## src/rtl/entropy_collector.sv

```systemverilog
// Entropy word collector: gathers NUM_WORDS 32-bit words from a syn/ack source into one block
// and hands it to the mixer over valid/ack. Define ENTROPY_COLLECTOR_REPCOUNT_EN for the repetition test.
module entropy_collector #(
  parameter int NUM_WORDS = 16,
  parameter int REP_LIMIT = 4
) (
  input  logic                           clk,
  input  logic                           reset_n,
  input  logic                           enable,
  input  logic                           entropy_syn,
  input  logic [31:0]                    entropy_data,
  output logic                           entropy_ack,
  output logic                           block_valid,
  output logic [NUM_WORDS*32-1:0]        block_data,
  input  logic                           block_ack,
  output logic [$clog2(NUM_WORDS+1)-1:0] word_count,
  output logic [31:0]                    blocks_delivered,
  output logic                           health_error
);
  localparam int W  = NUM_WORDS * 32;
  localparam int CW = $clog2(NUM_WORDS + 1);

  localparam logic [2:0] S_IDLE    = 3'd0;
  localparam logic [2:0] S_COLLECT = 3'd1;
  localparam logic [2:0] S_ACK     = 3'd2;
  localparam logic [2:0] S_FULL    = 3'd3;
  localparam logic [2:0] S_ERROR   = 3'd4;

  if (NUM_WORDS < 2 || NUM_WORDS > 64 || REP_LIMIT < 2 || REP_LIMIT > 255) begin : g_param_check
    $error("entropy_collector: NUM_WORDS or REP_LIMIT out of range");
  end

  logic [2:0]    r_state;
  logic [W-1:0]  r_block;
  logic [CW-1:0] r_wcnt;
  logic [31:0]   r_blocks;
  logic          r_ack;
  logic          r_valid;
  logic          w_health;

`ifdef ENTROPY_COLLECTOR_REPCOUNT_EN
  logic        w_capture;
  logic [31:0] r_prev;
  logic [7:0]  r_rep_cnt;
  logic [7:0]  w_rep_next;
  logic        r_health;

  assign w_capture = enable && (r_state == S_COLLECT) && entropy_syn;

  // A zero count marks "no word since IDLE/reset", so the first capture never counts as a repeat.
  always_comb begin
    w_rep_next = 8'd1;
    if (r_rep_cnt != 8'd0 && entropy_data == r_prev)
      w_rep_next = r_rep_cnt + 8'd1;
  end

  always_ff @(posedge clk or negedge reset_n) begin
    if (!reset_n) begin
      r_prev    <= '0;
      r_rep_cnt <= '0;
      r_health  <= 1'b0;
    end else if (!enable) begin
      r_prev    <= '0;
      r_rep_cnt <= '0;
      r_health  <= 1'b0;
    end else if (w_capture) begin
      r_prev    <= entropy_data;
      r_rep_cnt <= w_rep_next;
      if (w_rep_next == 8'(REP_LIMIT))
        r_health <= 1'b1;
    end
  end

  assign w_health = r_health;
`else
  assign w_health = 1'b0;
`endif

  always_ff @(posedge clk or negedge reset_n) begin
    if (!reset_n) begin
      r_state  <= S_IDLE;
      r_block  <= '0;
      r_wcnt   <= '0;
      r_blocks <= '0;
      r_ack    <= 1'b0;
      r_valid  <= 1'b0;
    end else begin
      r_ack <= 1'b0;
      if (!enable) begin
        // Abort: partial or unacked block is dropped, delivered count kept.
        r_state <= S_IDLE;
        r_block <= '0;
        r_wcnt  <= '0;
        r_valid <= 1'b0;
      end else begin
        case (r_state)
          S_IDLE: r_state <= S_COLLECT;
          S_COLLECT: begin
            if (entropy_syn) begin
              r_block <= {r_block[W-33:0], entropy_data};
              r_wcnt  <= r_wcnt + CW'(1);
              r_ack   <= 1'b1;
              r_state <= S_ACK;
            end
          end
          S_ACK: begin
            if (w_health) begin
              r_wcnt  <= '0;
              r_state <= S_ERROR;
            end else if (r_wcnt == CW'(NUM_WORDS)) begin
              r_valid <= 1'b1;
              r_state <= S_FULL;
            end else begin
              r_state <= S_COLLECT;
            end
          end
          S_FULL: begin
            if (block_ack) begin
              r_valid  <= 1'b0;
              r_wcnt   <= '0;
              r_blocks <= r_blocks + 32'd1;
              r_state  <= S_COLLECT;
            end
          end
          S_ERROR: r_wcnt <= '0;
          default: r_state <= S_IDLE;
        endcase
      end
    end
  end

  assign entropy_ack      = r_ack;
  assign block_valid      = r_valid;
  assign block_data       = r_block;
  assign word_count       = r_wcnt;
  assign blocks_delivered = r_blocks;
  assign health_error     = w_health;
endmodule

```

## config.mk

```make
export PLATFORM = sky130hd
export DESIGN_NAME = entropy_collector
export DESIGN_NICKNAME = d
export VERILOG_FILES = /design/src/rtl/entropy_collector.sv
export SDC_FILE = /design/constraint.sdc
export NUM_CORES = 1
export LEC_CHECK = 0
export CAP_MARGIN = 0
export CORE_AREA = 2 2 231 233
export CTS_CLUSTER_DIAMETER = 50
export DETAILED_ROUTE_END_ITERATION = 8
export DIE_AREA = 0 0 233 235
export MAX_ROUTING_LAYER = met4
export PLACE_DENSITY = 0.76
export SLEW_MARGIN = 20
export SYNTH_ARGS = -nofsm -noshare
export SYNTH_HDL_FRONTEND = slang
export SYNTH_SLANG_ARGS = --single-unit
```

## constraint.sdc

```tcl
create_clock -name clk -period 4.8 [get_ports clk]
set_input_delay 0.96 -clock clk [delete_from_list [all_inputs] [get_ports clk]]
set_output_delay 0.96 -clock clk [all_outputs]
set_load 0.01 [all_outputs]
```

# --- Yosys cells after proc, flatten, opt, wreduce, memory -nomap -nowiden ---
# Cells that the tools add are included.
totals:
  regBits: 554
  out_inout_bits: 552
classes:
  add_sub_neg: 2
  eq_ne: 13
  mux: 19
  n_reduce_logical: 6
ops:
  columns: ["operator", "n"]
  rows:
  - ["512-bit two-way mux", 3]
  - ["32-bit by 1-bit adder with 32-bit output (second input constant)", 1]
  - ["5-bit two-way mux", 3]
  - ["3-bit one-hot mux with 5 select lines", 1]
  - ["5-bit one-hot mux with 3 select lines", 1]
  - ["3-bit AND reduction", 4]
  - ["3-bit two-way mux", 3]
  - ["3-bit inequality test (second input constant)", 3]
  - ["3-bit by 2-bit equality test with 1-bit output (second input constant)", 2]
  - ["1-bit two-way mux", 6]
  - ["5-bit by 1-bit adder with 5-bit output (second input constant)", 1]
  - ["5-bit equality test (second input constant)", 1]
  - ["2-bit by 1-bit inequality test with 1-bit output (second input constant)", 2]
  - ["4-bit by 1-bit inequality test with 1-bit output (second input constant)", 1]
  - ["3-bit by 1-bit equality test with 1-bit output (second input constant)", 1]
  - ["3-bit equality test (second input constant)", 1]
  - ["3-bit logical NOT", 1]
  - ["3-bit by 1-bit inequality test with 1-bit output (second input constant)", 1]
  - ["2-bit two-way mux", 1]
  - ["2-bit inequality test (second input constant)", 1]
  - ["1-bit one-hot mux with 2 select lines", 1]
  - ["2-bit AND reduction", 1]

# --- Logic depth before layout (Yosys ltp) ---
# Gate-level depths: netlist (run 1).
depth:
  word_depth: 4
  mapped_depth: 7
  ltp_nobuf: 6

# --- Worst setup path after synthesis (run 1) ---
# No wires, ideal clock.
synth_timing:
  kind: "input port to flip-flop"
  startpoint: "input entropy_syn"
  endpoint: "register r_block[294], in the netlist block_data[294]"
  setup_ps: 66
  arrival_time_ps: 1983
  slack_ps: 2751
  path_stages: 5
  n_path_buf: 3
  cell_sequence: "and3_1 -> buf_2 -> clkbuf_1 -> clkbuf_1 -> a22o_1"
synth_between:
  elab_chain_len: 2
synth_rtl:
  columns: ["element", "line", "source"]
  rows:
  - ["start: declaration", "10", "input logic entropy_syn,"]
  - ["2-bit by 1-bit inequality test with 1-bit output (no line)", null, null]
  - ["2-bit AND reduction (no line)", null, null]
  - ["end signal: assignment", "100", "r_block <= {r_block[W-33:0], entropy_data};"]
  - ["end: declaration", "34", "logic [W-1:0] r_block;"]
# No other way between the ends.
# A chain may end at the register's enable or synchronous reset.

# --- Worst setup path after layout (run 1) ---
layout_timing:
  startpoint: "register r_block[243], in the netlist block_data[243]"
  endpoint: "output block_data[243]"
layout_rtl:
  columns: ["element", "line", "source"]
  rows:
  - ["end: declaration", "14", "output logic [NUM_WORDS*32-1:0] block_data,"]
# No word-level cell between the ends.

==> flow_summary.toml, run 1 <==
[floorplan]
die_y_um = 235
rows = 84
die_area_um2 = 54800
die_w_um = 233
start_util_pct = 37.7
ios = 589
coreArea_um2 = 52200

[worst_setup_path]
cp_max_fo = 3
cp.depth = 1
setup.worst_path.class = "register to output pin"
critPathLaunchType = "register"
crit-reg2reg-launch = "r_state[0]"
crit_chain = "clkdlybuf4s50_1"
crit_path_end_kind = "output pin"
ff2ff_path_depth = 4
rrSetupSlack_ns = 2.29
crit_slowest_cell = "clkdlybuf4s50_1"
max_stage_delay_ns = 0.63
path_buf_inv = 1
crit_path_end = "block_data[243]"
worstPathArrival_ns = 1.74
worstPathRequired_ns = 3.84
critical_path.startpoint = "block_data[243]"
reg2reg_to = "block_data[400]"
path_delay_family = "buffers and inverters"

[global_route]
grt_max_degree = 199
antenna_found_initial = 0
grt_first_pass_wirelength_mm = 91.0
globalRoute.totalOverflow = 0
grt_pass1_vias = 14200
grt_usage_pct = 22.1

[final_layout]
final_cell_mix = "clkdlybuf4s50_1, dfrtp_1, a22o_1"
final_area_um2 = 28500
antenna_cells = 0
nNetsFinal = 1920
nFillCells = 4169
final_common_cell = "clkdlybuf4s50_1"
ff_latch_area_um2 = 13800
syn_to_final_growth_pct = 44.8
multi_input_area_um2 = 5350
drive_gt1_share_pct = 7.10

[run]
max-cap-violations = 0

[timing]
period_needed_ns = 2.70
period_share_pct = 56.2
slew_headroom_pct = 31.0
rsz0062_at_grt = "false"
clock_skew_ns = 0.0285
clock.fmax_ghz = 0.371
final_max_slew_viol_count = 0
setup_violations = 0
worst_pin_slew_ns = 1.03
tns_ns = 0
finalHoldViolations = 0

[clock_tree]
cts.reportedPaths.clkPinSlew_ns = 0.06
cts_tree = "yes"
cts_max_path_buffers = 3
post_cts.repair.setup_buffers = 0
htree_num_levels = 3
postCtsResizedCells = 0
postCtsHoldBufs = 0
cts_root_buf = "clkbuf_16"
numClockSinks = 553
clock_latency_ns = 0.59
cts_made_buffers = 67

[routing]
drtPass1Iterations = 5
routedWlPerCell_um = 22.8
routed_via_density = 5.54
vias = 14500
drc = 0
antenna_left = 0
drt_iter0_drc = 1260
totalWireLength_mm = 59.7

[synthesis]
synth_nets = 1360
ys_seq_area_share_pct = 70.2
yosysWarnings = 0
synth.avg_cell_area_um2 = 14.9
synthCells = 1320
synth_area_um2 = 19700
synth_cell_types = 29
synth_seq_cells = 553

[power]
powerDensity_nw_per_um2 = 359
leakage_uw = 0.0129
vdd_drop_max_uv = 267

[min_path]
hold_class = "input port to asynchronous set/reset pin"

[place]
hpwl_mm = 40.5
port_buffers = 587
placed_area_um2 = 26200
gp_congestion = 0.875

[run_status]
status = "finished clean"
worst min path at each step:
stage | cells after the start | to | slack [ns]
finish | 1 | block_data[126] | 0.28
CTS | 1 | blocks_delivered[31] | 0.49
detailed placement | 1 | block_data[483] | 0.48
global placement | 1 | blocks_delivered[31] | 0.47
global route | 1 | block_data[126] | 0.27
floorplan | 1 | blocks_delivered[31] | 0.51
sequential cells by signal (all words and copies together), names as in the netlist:
signal,flops
word_count,5
entropy_ack,1
block_valid,1
block_data,512
r_state,2
blocks_delivered,32
worst reg2reg max path: cells and delay by family, from the launching register on:
family / cells / cell delay (ns)
compound gates: 1 / 0.26
buf+inv: 1 / 0.61
flops: 1 / 0.46
simple gates: 2 / 1.10
synth_stat cells, drive strengths merged:
master	count	share of area (%)
a21boi	2	0.076
a21oi	4	0.10
a22o	513	23
a32o	1	0.051
and2	1	0.032
and3	5	0.16
and4	4	0.18
buf	58	1.5
clkbuf	61	1.2
conb	1	0.019
dfrtp	553	70
ha	3	0.19
inv	5	0.095
mux2	2	0.11
nand2	16	0.30
nand3	16	0.41
nand4	11	0.35
nand4b	1	0.044
nor2	7	0.13
nor2b	1	0.032
nor3	9	0.23
nor4	6	0.19
o21ai	4	0.10
or3	4	0.13
or4	1	0.038
xnor2	14	0.62
xor2	17	0.76
power by group:
| group | total (µW) | switching (µW) | internal (µW) |
|---|---|---|---|
| combinational | 409 | 285 | 124 |
| clock | 5120 | 2000 | 3110 |
| sequential | 4720 | 32.7 | 4690 |
| total | 10300 | 2320 | 7930 |
cells by family (layout without fill, tap and decap cells):
family                   count (synthesis)  after routing  share of synthesized area (%)
AND/OR/NAND/NOR                         82             82                           2.22
multiplexers                             2              2                          0.114
buffers and inverters                  124            734                           2.72
XOR/XNOR                                31             31                           1.38
flip-flops                             553            553                           70.2
adder cells (fa/ha/maj)                  3              3                          0.191
other                                    1              1                         0.0190
AO/OA/AOI/OAI                          524            524                           23.1
layer usage:
| metal | vias to the layer above | GRT usage, % | wire length (µm) |
|---|---|---|---|
| met3 | 98 | 6.66 | 5050 |
| met5 | - | - | 0 |
| met2 | 611 | 32.0 | 28000 |
| met1 | 7542 | 29.6 | 25100 |
| met4 | 0 | 7.57 | 1570 |
| li1 | 6259 | - | - |
through the flow:
stage,hold WS [ns],setup slack [ns],util [%],total power [µW],cells
3_5_place_dp,0.481,1.52,50.2,5220,2498
4_1_cts,0.487,2.01,54.6,10400,2617
2_1_floorplan,0.508,2.75,-,4980,1320
3_3_place_gp,0.473,1.63,50.2,5210,2498
5_1_grt,0.274,2.01,54.6,10600,2618
6_report,0.275,2.10,54.6,10300,2618
cell type report:
type | count | area share (%)
tap | 688 | 3.02
timing repair buffer | 610 | 21.7
sequential | 553 | 48.5
clock buffer | 90 | 6.71
multi-input combinational | 643 | 18.7
clock inverter | 29 | 1.27
inverter | 5 | 0.0658
Note: power is estimated with default switching activity, not from simulation.
==> run 2, diff against run 1 <==
Settings changed: CORE_AREA 2 2 231 233 to 2 2 227 229, DIE_AREA 0 0 233 235 to 0 0 229 231, PLACE_DENSITY 0.76 to 0.78.
Clock period 4.8 ns to 2.8 ns, I/O delays scaled along.
==> flow_summary.toml, run 2 (same netlist as run 1, synthesis figures left out) <==
[worst_setup_path]
worstPathRequired_ns = 2.24
critical_path.startpoint = "blocks_delivered[11]"
path_buf_inv = 1
setup.worst_path.class = "register to output pin"
max_stage_delay_ns = 0.70
cp_max_fo = 6
worstPathArrival_ns = 1.77
crit_path_end_kind = "output pin"
cp.depth = 1
crit_slowest_cell = "clkdlybuf4s50_1"
path_delay_family = "buffers and inverters"
critPathLaunchType = "register"
crit-reg2reg-launch = "blocks_delivered[4]"
ff2ff_path_depth = 4
crit_chain = "clkdlybuf4s50_1"

[min_path]
hp-start = "blocks_delivered[31]"
hold_depth = 1
hold_class = "register to register"

[floorplan]
ios = 589
die_w_um = 229
die_area_um2 = 52900
die_y_um = 231
start_util_pct = 38.9
coreArea_um2 = 50700
rows = 83

[timing]
setup_violations = 0
final_max_slew_viol_count = 0
final.setup.worst_slack_ns = 0.473
tns_ns = 0
clock.fmax_ghz = 0.430
rsz0062_at_grt = "false"
finalHoldViolations = 0
period_share_pct = 83.1
worst_pin_slew_ns = 0.717
slew_headroom_pct = 51.7
period_needed_ns = 2.33
clock_skew_ns = 0.0187

[clock_tree]
clock_latency_ns = 0.61
numClockSinks = 553
cts.reportedPaths.clkPinSlew_ns = 0.06
cts_root_buf = "clkbuf_16"
postCtsResizedCells = 0
cts_tree = "yes"
cts_max_path_buffers = 3
htree_num_levels = 2
cts_made_buffers = 57

[routing]
vias = 14900
drtPass1Iterations = 5
totalWireLength_mm = 61.2
antenna_left = 0
drc = 0
routed_via_density = 5.67
drt_iter0_drc = 1159
routedWlPerCell_um = 23.3

[final_layout]
syn_to_final_growth_pct = 44.8
nNetsFinal = 1941
antenna_cells = 0
final_common_cell = "clkdlybuf4s50_1"
largest_reg_flops = 512
final_cell_mix = "clkdlybuf4s50_1, dfrtp_1, a22o_1"
drive_gt1_share_pct = 7.46

[power]
p_switching_uw = 3730
power_frac_comb_pct = 4.9
power_frac_seq_pct = 49.6
leakage_uw = 0.0129
clkPwrFrac_pct = 45.6
vdd_drop_max_uv = 465
swShare_pct = 22.8
powerDensity_nw_per_um2 = 572
p_int_uw = 12600

[run_status]
status = "finished clean"

[place]
dp_slack_ns = 0.340
gp_congestion = 0.899
hpwl_mm = 42.1
port_buffers = 587

[global_route]
grt_pass1_vias = 14700
grt_usage_pct = 23.2
antenna_found_initial = 0
grt_first_pass_wirelength_mm = 93.0
globalRoute.totalOverflow = 0
grt_max_degree = 85

[run]
max-cap-violations = 0
## run 2: area by class of cell
| class | count | area (µm²) |
|---|---|---|
| inverter | 5 | 18.8 |
| clock buffer | 86 | 1700 |
| clock inverter | 15 | 164 |
| sequential | 553 | 13800 |
| tap | 680 | 851 |
| fill | 3987 | 22100 |
| multi-input combinational | 643 | 5350 |
| timing repair buffer | 641 | 6610 |
## run 2: what timing repair did
action,4_1_cts,5_1_grt
hold endpoints to repair,46,0
setup buffers,0,0
hold buffers,1,0
## run 2: through the flow
stage | cells | hold WS, ns | power [µW] | util (%) | cell area, µm²
after floorplan | 1320 | 0.264 | 8540 | - | 19700
after global placement | 2521 | 0.465 | 9010 | 52.6 | 26700
after detailed placement | 2521 | 0.482 | 9030 | 52.6 | 26700
after CTS | 2623 | 0.490 | 16500 | 56.3 | 28500
after global routing | 2623 | 0.520 | 16900 | 56.3 | 28500
final | 2623 | 0.487 | 16300 | 56.3 | 28500
## run 2: worst reg2reg max path: stages, from the launching register on
cell and delay, ns:
dfrtp_1 0.43, nand3_1 0.25, or4_1 0.71, nor4_1 0.43, xor2_1 0.19
## run 2: worst paths after layout
check | endpoint | slack, ns
worst max-delay path | blocks_delivered[11] | 0.47
worst min-delay path | blocks_delivered[31] | 0.49
worst max register to register | blocks_delivered[26] | 0.72
worst min register to register | blocks_delivered[31] | 0.49
max in group asynchronous | blocks_delivered[28] | 1.23
min in group asynchronous | block_data[412] | 0.55
## run 2: power groups by stage
stage	sequential, µW	combinational, µW	clock (µW)
2_1_floorplan	8250	296	0
3_3_place_gp	8230	776	0
3_5_place_dp	8240	798	0
4_1_cts	8090	805	7580
5_1_grt	8090	870	7900
6_report	8090	793	7440
## run 2: metal layers
metal | global-route usage (%) | vias to the layer above | part of all wire [%] | wire, µm
met5 | - | - | 0 | 0
met3 | 6.58 | 105 | 8.8 | 5400
met1 | 30.8 | 7733 | 42 | 25400
met4 | 6.74 | 0 | 2.7 | 1650
li1 | - | 6297 | - | -
met2 | 35.0 | 744 | 47 | 28700
==> run 3, diff against run 2 <==
Clock period 2.8 ns to 2.4 ns, I/O delays scaled along.
==> flow_summary.toml, run 3 (same netlist as run 1, synthesis figures left out) <==
[worst_setup_path]
crit_slowest_cell = "clkdlybuf4s50_1"
setup.worst_path.class = "register to output pin"
rrSetupSlack_ns = 0.33
worstPathRequired_ns = 1.92
crit_chain = "clkdlybuf4s50_1"
max_stage_delay_ns = 0.66
crit_path_end_kind = "output pin"
critPathLaunchType = "register"
crit-reg2reg-launch = "blocks_delivered[7]"
cp.depth = 1
reg2reg_to = "blocks_delivered[28]"
path_delay_family = "buffers and inverters"
cp_max_fo = 3
worstPathArrival_ns = 1.80
path_buf_inv = 1
ff2ff_path_depth = 4

[timing]
final_max_slew_viol_count = 0
finalHoldViolations = 0
rsz0062_at_grt = "false"
clock.fmax_ghz = 0.439
period_needed_ns = 2.28
worst_pin_slew_ns = 0.623
setup_violations = 0
tns_ns = 0
period_share_pct = 94.9
final.setup.worst_slack_ns = 0.121
clock_skew_ns = 0.0298
slew_headroom_pct = 58.5

[routing]
vias = 15000
routed_via_density = 5.65
drtPass1Iterations = 5
routedWlPerCell_um = 23.3
totalWireLength_mm = 61.6
antenna_left = 0
drt_iter0_drc = 1260
drc = 0

[min_path]
hold_class = "input port to asynchronous set/reset pin"

[place]
hpwl_mm = 43.2
placed_area_um2 = 26800
port_buffers = 587
dp_slack_ns = 0.0966
gp_congestion = 0.909

[clock_tree]
cts_tree = "yes"
cts.reportedPaths.clkPinSlew_ns = 0.06
numClockSinks = 553
clock_latency_ns = 0.62
cts_max_path_buffers = 3
cts_root_buf = "clkbuf_16"
htree_num_levels = 2
cts_made_buffers = 57

[final_layout]
nNetsFinal = 1960
multi_input_area_um2 = 5350
syn_to_final_growth_pct = 46.0
largest_reg_flops = 512
final_common_cell = "clkdlybuf4s50_1"
antenna_cells = 0
nFillCells = 3979
drive_gt1_share_pct = 8.65
final_cell_mix = "clkdlybuf4s50_1, dfrtp_1, a22o_1"
ff_latch_area_um2 = 13800
final_area_um2 = 28800

[global_route]
grt_first_pass_wirelength_mm = 93.4
grt_max_degree = 81
grt_usage_pct = 23.2
globalRoute.totalOverflow = 0
antenna_found_initial = 0
grt_pass1_vias = 14700

[power]
powerDensity_nw_per_um2 = 672
power_frac_comb_pct = 4.9
clkPwrFrac_pct = 46.2
swShare_pct = 23.3
vdd_drop_max_uv = 532
p_switching_uw = 4500
p_int_uw = 14800
finalPower_uw = 19300
leakage_uw = 0.0131
power_frac_seq_pct = 48.9

[floorplan]
die_w_um = 229
start_util_pct = 38.9
coreArea_um2 = 50700
die_area_um2 = 52900
rows = 83
die_y_um = 231
ios = 589

[run]
max-cap-violations = 0

[run_status]
status = "finished clean"
run 3: area by class of cell:
cell class                      count  area share (%)
Sequential cell                   553            48.1
Timing Repair Buffer              660            23.6
Multi-Input combinational cell    643            18.6
Clock buffer                       76            5.45
Tap cell                          680            2.96
Clock inverter                     29            1.23
Inverter                            5          0.0652
run 3: power by group through the flow:
stage | Combinational, µW | Clock, µW | Sequential [µW]
after detailed placement | 954 | 0 | 9610
after global placement | 930 | 0 | 9610
final | 956 | 8930 | 9440
after global routing | 1040 | 9440 | 9450
after CTS | 962 | 9080 | 9440
after floorplan | 346 | 0 | 9620
run 3: timing repair:
action                    CTS  global route
resized for setup           0             0
setup buffers               0             0
hold endpoints to repair   43             0
hold buffers                1             0
run 3: metal layers:
layer | vias to the layer above | global-route usage, % | routed length [µm] | share of wire, %
met3 | 109 | 6.26 | 5350 | 8.7
met4 | 0 | 6.37 | 1560 | 2.5
met5 | - | - | 0 | 0
met2 | 771 | 35.6 | 29000 | 47
met1 | 7770 | 30.6 | 25700 | 42
li1 | 6312 | - | - | -
run 3: stage by stage:
stage                     utilization (%)  std cells  hold slack (ns)
after floorplan                         -       1320            0.184
after global placement               53.0       2540            0.466
after detailed placement             53.0       2540            0.478
after CTS                            56.8       2646            0.420
after global routing                 56.8       2646            0.441
final                                56.8       2646            0.437
run 3: worst max-delay path by stage:
stage,startpoint,end,slack [ns]
after floorplan,blocks_delivered[7],blocks_delivered[28],0.58
after global placement,enable,block_data[21],0.16
after detailed placement,enable,blocks_delivered[28],0.1
after CTS,block_data[274],block_data[274],0.08
after global routing,block_data[274],block_data[274],0.07
final,block_data[274],block_data[274],0.12
